[config.mk]
export PLATFORM = sky130hd
export DESIGN_NAME = axi_rd_arbiter
export DESIGN_NICKNAME = d
export VERILOG_FILES = /design/src/rtl/axi_rd_arbiter.sv
export SDC_FILE = /design/constraint.sdc
export NUM_CORES = 1
export LEC_CHECK = 0
export ABC_AREA = 0
export CORE_AREA = 2 2 99 101
export CTS_BUF_LIST = sky130_fd_sc_hd__clkbuf_16
export CTS_CLUSTER_SIZE = 30
export DETAILED_ROUTE_END_ITERATION = 8
export DIE_AREA = 0 0 101 103
export GPL_ROUTABILITY_DRIVEN = 0
export PLACE_DENSITY_LB_ADDON = 0.15
export SLEW_MARGIN = 20
export SYNTH_ARGS = -nofsm -noshare
export SYNTH_HDL_FRONTEND = slang
export SYNTH_SLANG_ARGS = --single-unit
[constraint.sdc]
create_clock -name clk -period 2.65 [get_ports clk]
set_input_delay 0.265 -clock clk [delete_from_list [all_inputs] [get_ports clk]]
set_output_delay 0.265 -clock clk [all_outputs]
set_load 0.005 [all_outputs]
[src/rtl/axi_rd_arbiter.sv]
// ============================================================================
// Module      : axi_rd_arbiter
// Description : Two-master, one-slave AXI4 read arbiter (AR and R channels).
//               M0 (display scanout) has fixed priority over M1 (blitter/DMA).
//               A starvation counter forces M1 to win after STARVE_LIMIT
//               consecutive lost rounds. One burst is outstanding at a time,
//               and the grant is held from AR acceptance to the final R beat.
// Ports       : clk, rst                      - clock, sync active-high reset
//               m0_ar*/m1_ar* (in), mN_arready - master read address channels
//               m0_r*/m1_r* (out), mN_rready   - master read data channels
//               s_ar* (out), s_arready         - slave read address channel
//               s_r* (in), s_rready            - slave read data channel
//               grant                          - current / last granted master
//               busy                           - a burst is in progress
// Revision    : 1.0 - initial release
// ============================================================================
`default_nettype none

module axi_rd_arbiter #(
  parameter int STARVE_LIMIT = 4
) (
  input  logic        clk,
  input  logic        rst,

  input  logic [31:0] m0_araddr,
  input  logic [7:0]  m0_arlen,
  input  logic [2:0]  m0_arsize,
  input  logic [1:0]  m0_arburst,
  input  logic        m0_arvalid,
  output logic        m0_arready,
  output logic [31:0] m0_rdata,
  output logic [1:0]  m0_rresp,
  output logic        m0_rlast,
  output logic        m0_rvalid,
  input  logic        m0_rready,

  input  logic [31:0] m1_araddr,
  input  logic [7:0]  m1_arlen,
  input  logic [2:0]  m1_arsize,
  input  logic [1:0]  m1_arburst,
  input  logic        m1_arvalid,
  output logic        m1_arready,
  output logic [31:0] m1_rdata,
  output logic [1:0]  m1_rresp,
  output logic        m1_rlast,
  output logic        m1_rvalid,
  input  logic        m1_rready,

  output logic [31:0] s_araddr,
  output logic [7:0]  s_arlen,
  output logic [2:0]  s_arsize,
  output logic [1:0]  s_arburst,
  output logic        s_arvalid,
  input  logic        s_arready,
  input  logic [31:0] s_rdata,
  input  logic [1:0]  s_rresp,
  input  logic        s_rlast,
  input  logic        s_rvalid,
  output logic        s_rready,

  output logic        grant,
  output logic        busy
);

  localparam logic [7:0] C_STARVE_LIMIT = 8'(STARVE_LIMIT);
  localparam logic [7:0] C_CTR_MAX      = 8'hFF;

  typedef enum logic [1:0] {
    ST_IDLE = 2'd0,
    ST_ADDR = 2'd1,
    ST_DATA = 2'd2
  } state_t;

  state_t     r_state;
  state_t     w_state_nxt;
  logic       r_grant;
  logic       w_grant_nxt;
  logic [7:0] r_starve_ctr;
  logic [7:0] w_starve_ctr_nxt;

  logic       w_m1_wins;
  logic       w_gnt_arvalid;
  logic       w_gnt_rready;

  // M1 wins when it is alone, or when it has lost STARVE_LIMIT rounds in a row.
  assign w_m1_wins = m1_arvalid & (~m0_arvalid | (r_starve_ctr == C_STARVE_LIMIT));

  assign w_gnt_arvalid = r_grant ? m1_arvalid : m0_arvalid;
  assign w_gnt_rready  = r_grant ? m1_rready  : m0_rready;

  // --------------------------------------------------------------------------
  // State register
  // --------------------------------------------------------------------------
  always_ff @(posedge clk) begin
    if (rst) begin
      r_state      <= ST_IDLE;
      r_grant      <= 1'b0;
      r_starve_ctr <= 8'd0;
    end else begin
      r_state      <= w_state_nxt;
      r_grant      <= w_grant_nxt;
      r_starve_ctr <= w_starve_ctr_nxt;
    end
  end

  // --------------------------------------------------------------------------
  // Next-state and handshake gating
  // --------------------------------------------------------------------------
  always_comb begin
    w_state_nxt      = r_state;
    w_grant_nxt      = r_grant;
    w_starve_ctr_nxt = r_starve_ctr;
    s_arvalid        = 1'b0;
    s_rready         = 1'b0;
    m0_arready       = 1'b0;
    m1_arready       = 1'b0;
    m0_rvalid        = 1'b0;
    m1_rvalid        = 1'b0;

    case (r_state)
      ST_IDLE: begin
        // Arbitration is the only point at which grant and the counter move.
        if (m0_arvalid | m1_arvalid) begin
          w_grant_nxt = w_m1_wins;
          w_state_nxt = ST_ADDR;
          if (w_m1_wins) begin
            w_starve_ctr_nxt = 8'd0;
          end else if (m1_arvalid && (r_starve_ctr != C_CTR_MAX)) begin
            w_starve_ctr_nxt = r_starve_ctr + 8'd1;
          end
        end
      end

      ST_ADDR: begin
        s_arvalid = w_gnt_arvalid;
        if (r_grant) begin
          m1_arready = s_arready;
        end else begin
          m0_arready = s_arready;
        end
        if (w_gnt_arvalid && s_arready) begin
          w_state_nxt = ST_DATA;
        end
      end

      ST_DATA: begin
        s_rready = w_gnt_rready;
        if (r_grant) begin
          m1_rvalid = s_rvalid;
        end else begin
          m0_rvalid = s_rvalid;
        end
        if (s_rvalid && w_gnt_rready && s_rlast) begin
          w_state_nxt = ST_IDLE;
        end
      end

      default: begin
        w_state_nxt = ST_IDLE;
      end
    endcase
  end

  // --------------------------------------------------------------------------
  // Address mux follows the registered grant; outside ADDR the values are
  // don't-care because s_arvalid is low.
  // --------------------------------------------------------------------------
  assign s_araddr  = r_grant ? m1_araddr  : m0_araddr;
  assign s_arlen   = r_grant ? m1_arlen   : m0_arlen;
  assign s_arsize  = r_grant ? m1_arsize  : m0_arsize;
  assign s_arburst = r_grant ? m1_arburst : m0_arburst;

  // Read payload is broadcast; only rvalid is steered to the owner.
  assign m0_rdata = s_rdata;
  assign m0_rresp = s_rresp;
  assign m0_rlast = s_rlast;
  assign m1_rdata = s_rdata;
  assign m1_rresp = s_rresp;
  assign m1_rlast = s_rlast;

  assign grant = r_grant;
  assign busy  = (r_state != ST_IDLE);

endmodule

`default_nettype wire

# --- After elaboration in Yosys (flattened, before gate mapping) ---
# Cells that the tools add are included.
totals:
  in_bits: 133
  wordCells: 47
  register_bits: 11
classes:
  n_eq_ne: 7
  add_sub_neg: 1
  n_mux: 22
  reduce_logical: 10
  bitwise: 4
ops:
  columns: ["cell", "n"]
  rows:
  - ["2-to-1 mux 32 bit", 1]
  - ["2-to-1 mux 8 bit", 3]
  - ["2-to-1 mux 1 bit", 12]
  - ["adder 8 x 1 -> 8 bit (second input constant)", 1]
  - ["equality test 8 x 3 -> 1 bit (second input constant)", 1]
  - ["2-to-1 mux 2 bit", 4]
  - ["!= test 8 bit (second input constant)", 1]
  - ["!= test 2 bit (second input constant)", 3]
  - ["case mux 2 bit (3 select lines)", 1]
  - ["AND reduction 3 bit", 2]
  - ["logical AND 1 bit", 4]
  - ["nonzero test 2 bit", 2]
  - ["2-to-1 mux 3 bit", 1]
  - ["equality test 2 x 1 -> 1 bit (second input constant)", 1]
  - ["equality test 2 bit (second input constant)", 1]
  - ["logical NOT 2 bit", 1]
  - ["OR 1 bit", 2]
  - ["AND reduction 2 bit", 1]
  - ["bitwise AND 1 bit", 1]
  - ["NOT 1 bit", 1]

# --- Logic depth before layout (Yosys ltp) ---
depth:
  word_depth: 5
  depth_mapped: 6

# --- Worst setup path after synthesis ---
# No wires, ideal clock.
synth_path:
  kind: "flip-flop to flip-flop"
  start: "register r_starve_ctr[0]"
  end: "register r_starve_ctr[2]"
  synth_period_minus_slack_ns: 1.608
  required_time_ns: 2.579
  setup_time_ns: 0.071
  path_slack_ns: 1.042
  arrival_time_ns: 1.537
  path_stages_with_launch: 7
  path_cell_list: "dfxtp_1 inv_1 ha_1 nor4b_2 a21o_1 or4b_1 a21oi_1"
synth_via:
  elab_chain_len: 5
synth_lines:
  columns: ["item", "line_no", "rtl"]
  rows:
  - ["start: declaration", "78", "logic [7:0] r_starve_ctr;"]
  - ["start signal: assignment", "102", "r_starve_ctr <= w_starve_ctr_nxt;"]
  - ["branches (longest 5 deep; another with adder 8 x 1 -> 8 bit)", null, null]
# Parallel ways; which one is timed is not known. The select of a mux whose other input is x is not followed.
# A chain may end at the register's enable or synchronous reset.

# --- Worst setup path after layout ---
layout_path:
  start: "register r_grant (netlist: grant)"
  end: "output port s_arlen[7]"
layout_via:
  elab_chain_len: 1
layout_lines:
  columns: ["item", "line_no", "rtl"]
  rows:
  - ["start: declaration", "76", "logic r_grant;"]
  - ["start signal: assignment", "101", "r_grant <= w_grant_nxt;"]
  - ["2-to-1 mux 8 bit", "169", "assign s_arlen = r_grant ? m1_arlen : m0_arlen;"]
  - ["end: declaration", "50", "output logic [7:0] s_arlen,"]
# No other way between the ends.

==> impl_metrics.tcl <==
set metrics [dict create \
    dpl_worst_slack_ns 0.5033 \
    setup_viol 0 \
    drcViolationCount 0 \
    path_buf_inv 2 \
    die_width_um 101 \
    clock_latency_ns 0.24 \
    irDropWorstVdd_uv 208.5 \
    maxCapViolations 0 \
    port_buffers 153 \
    area_growth_pct 68.71 \
    grtUsageMet1_pct 12.33 \
    grt.busiest_layer "met2" \
    dp.cells 399 \
    tritoncts "built" \
    min_period_ns 2.098 \
    num_vias 1696 \
    synthDistinctLibCells 38 \
    path_class "reg2out" \
    die_area_sq_um 10400 \
    grt_max_degree 52 \
    grt_use_met3_pct 11.73 \
    drtPass1Iterations 4 \
    final_common_cell "clkdlybuf4s50_1" \
    critPathArrivalTime_ns 1.83 \
    rsz0062_at_grt "no" \
    diodes 0 \
    yosys_warnings 0 \
    cts_setup_buffers 0 \
    synthCells 209 \
    core-area_sq_um 9459 \
    ant_nets 0 \
    hp-class "reg2reg" \
    synth_seq_cells 11 \
    async_flop_share_pct 0 \
    powerDensity_nw_per_um2 291.0 \
    worst_pin_slew_ns 0.8226 \
    wl_per_cell_um 20.00 \
    synth_nets 344 \
    grt_pass1_wl_mm 10.12 \
    synth_edf_count 0 \
    drv_slew 0 \
    required_ns 2.38 \
    nNetsFinal 425 \
    clock_sinks 11 \
    antenna_found_initial 0 \
    final-hold-violation-count 0 \
    outcome "complete, no violations" \
    seq_area_frac_synth_pct 12.43 \
    setup_slack_ns 0.5519 \
    boundaryPins 256 \
    fin_skew_ns 0.004086 \
    setup.worst_path.start "grant" \
    drive_gt1_share_pct 19.03 \
    htreeDepth 1 \
    p_leak_uw 0.001064 \
    syn_area_sq_um 1772 \
    fin_cells 403 \
    cts_made_buffers 3 \
    start_util_pct 18.73 \
    first_iter_violations 48 \
    met2_usage_pct 21.38 \
    num_rows 36 \
    synth_top_area_cell "buf_4" \
    routed_wirelength_mm 8.061 \
    grt_overflow 0 \
    timing.fmax_mhz 476.6 \
    fin_crit_sh_pct 79.17 \
    slew_headroom_pct 44.92 \
    critical_path.cell_chain "buf_12, mux2_2, clkdlybuf4s50_1" \
    yosys.area.top_type_share_pct 29.66 \
    viasPerCell 4.208 \
    track_usage_pct 13.47 \
    crit_family "buffers and inverters" \
    clock_path_buffers 2 \
    cts_resized 0 \
    reg2reg_from "r_starve_ctr[1]" \
    die_h_um 103 \
    synth_area_leaders "buf_4 30%, mux2_2 29%, dfxtp_1 12%" \
    postCtsHoldBufs 0 \
    crit_fanout 51 \
    fin_setup_tns_ns 0 \
    finish.utilization_pct 31.60 \
    root_buffer "clkbuf_16" \
    cpPeakStageDelay_ns 0.53 \
    cp_slowest_cell "clkdlybuf4s50_1" \
    fin_total_pwr_uw 869.8 \
    dpl.hpwl_mm 6.867 \
    hp-start "r_starve_ctr[0]" \
    worstSetupEndpointType "primary output" \
    final_cell_mix "153 x clkdlybuf4s50_1, 45 x mux2_2, 10 x dfxtp_1, 9 x a21oi_1" \
    grt_pass1_vias 1564 \
    ys.flop_type "dfxtp_1" \
    clk_pin_slew_ns 0.04 \
    syn-mean-instance-area_sq_um 8.477 \
    startpoint_type "flop" \
]
-- per-stage QoR --
stage / area, sq um / hold WS, ns
finish: 2989 / 0.4920
global route: 2989 / 0.5300
CTS: 2989 / 0.4959
detailed placement: 2910 / 0.4898
global placement: 2910 / 0.4797
floorplan: 1772 / 0.3481
-- logic make-up (layout without fill, tap and decap cells) --
logic type,count (synthesis),count (layout),synth area share (%)
buffers and inverters,83,163,32.49
muxes,47,47,29.73
and+or+nand+nor,42,42,15.61
AOI/OAI and AO/OA,24,24,8.334
DFF,11,11,12.43
adders and majority gates,2,2,1.412
-- final timing paths --
check                           slack (ns)         endpoint  cells past startpoint
worst max register to register        0.71  r_starve_ctr[5]                      5
worst min-delay path                  0.49  r_starve_ctr[0]                      2
worst min register to register        0.49  r_starve_ctr[0]                      2
worst max-delay path                  0.55       s_arlen[7]                      3
-- sequential cells by signal (all words and copies together) (netlist names) --
name	count
r_state	2
r_starve_ctr	8
grant	1
-- layout make-up --
type,count,area (sq um)
Multi-Input combinational cell,115,975.9
Sequential cell,11,221.5
Tap cell,114,142.6
Timing Repair Buffer,154,1551
Fill cell,1016,6470
Clock buffer,3,75.07
Inverter,5,18.77
Clock inverter,1,3.754
-- cell usage after synthesis, types with 3 or more instances --
| cell type | instances |
|---|---|
| buf_4 | 70 |
| nand2_1 | 6 |
| nor2b_1 | 6 |
| nor3_1 | 4 |
| o21ai_0 | 5 |
| inv_1 | 5 |
| a21oi_1 | 9 |
| dfxtp_1 | 11 |
| nand3_1 | 3 |
| a211oi_1 | 3 |
| mux2_2 | 45 |
| nor2_1 | 3 |
| nand4_1 | 3 |
| clkbuf_1 | 5 |
| and3_1 | 4 |
-- report_power, final --
group          internal, uW  leakage, uW  switching [uW]
Combinational           295     0.000932             120
Clock                   198    0.0000423            77.8
Sequential              171    0.0000897            6.84
-- worst reg2reg max path: cells and delay by family, from the launching register on --
family                   cells  cell delay, ns
flip-flops                   1            0.37
AND/OR/NAND/NOR              2            0.23
adder cells (fa/ha/maj)      1            0.29
AO/OA/AOI/OAI                2            0.94
-- per-layer routing --
metal	vias to the layer above	wire length, um
li1	824	-
met1	744	2485
met2	102	3686
met3	26	1674
met4	0	215
met5	-	0
No activity file was read; power rests on OpenSTA's default activity.
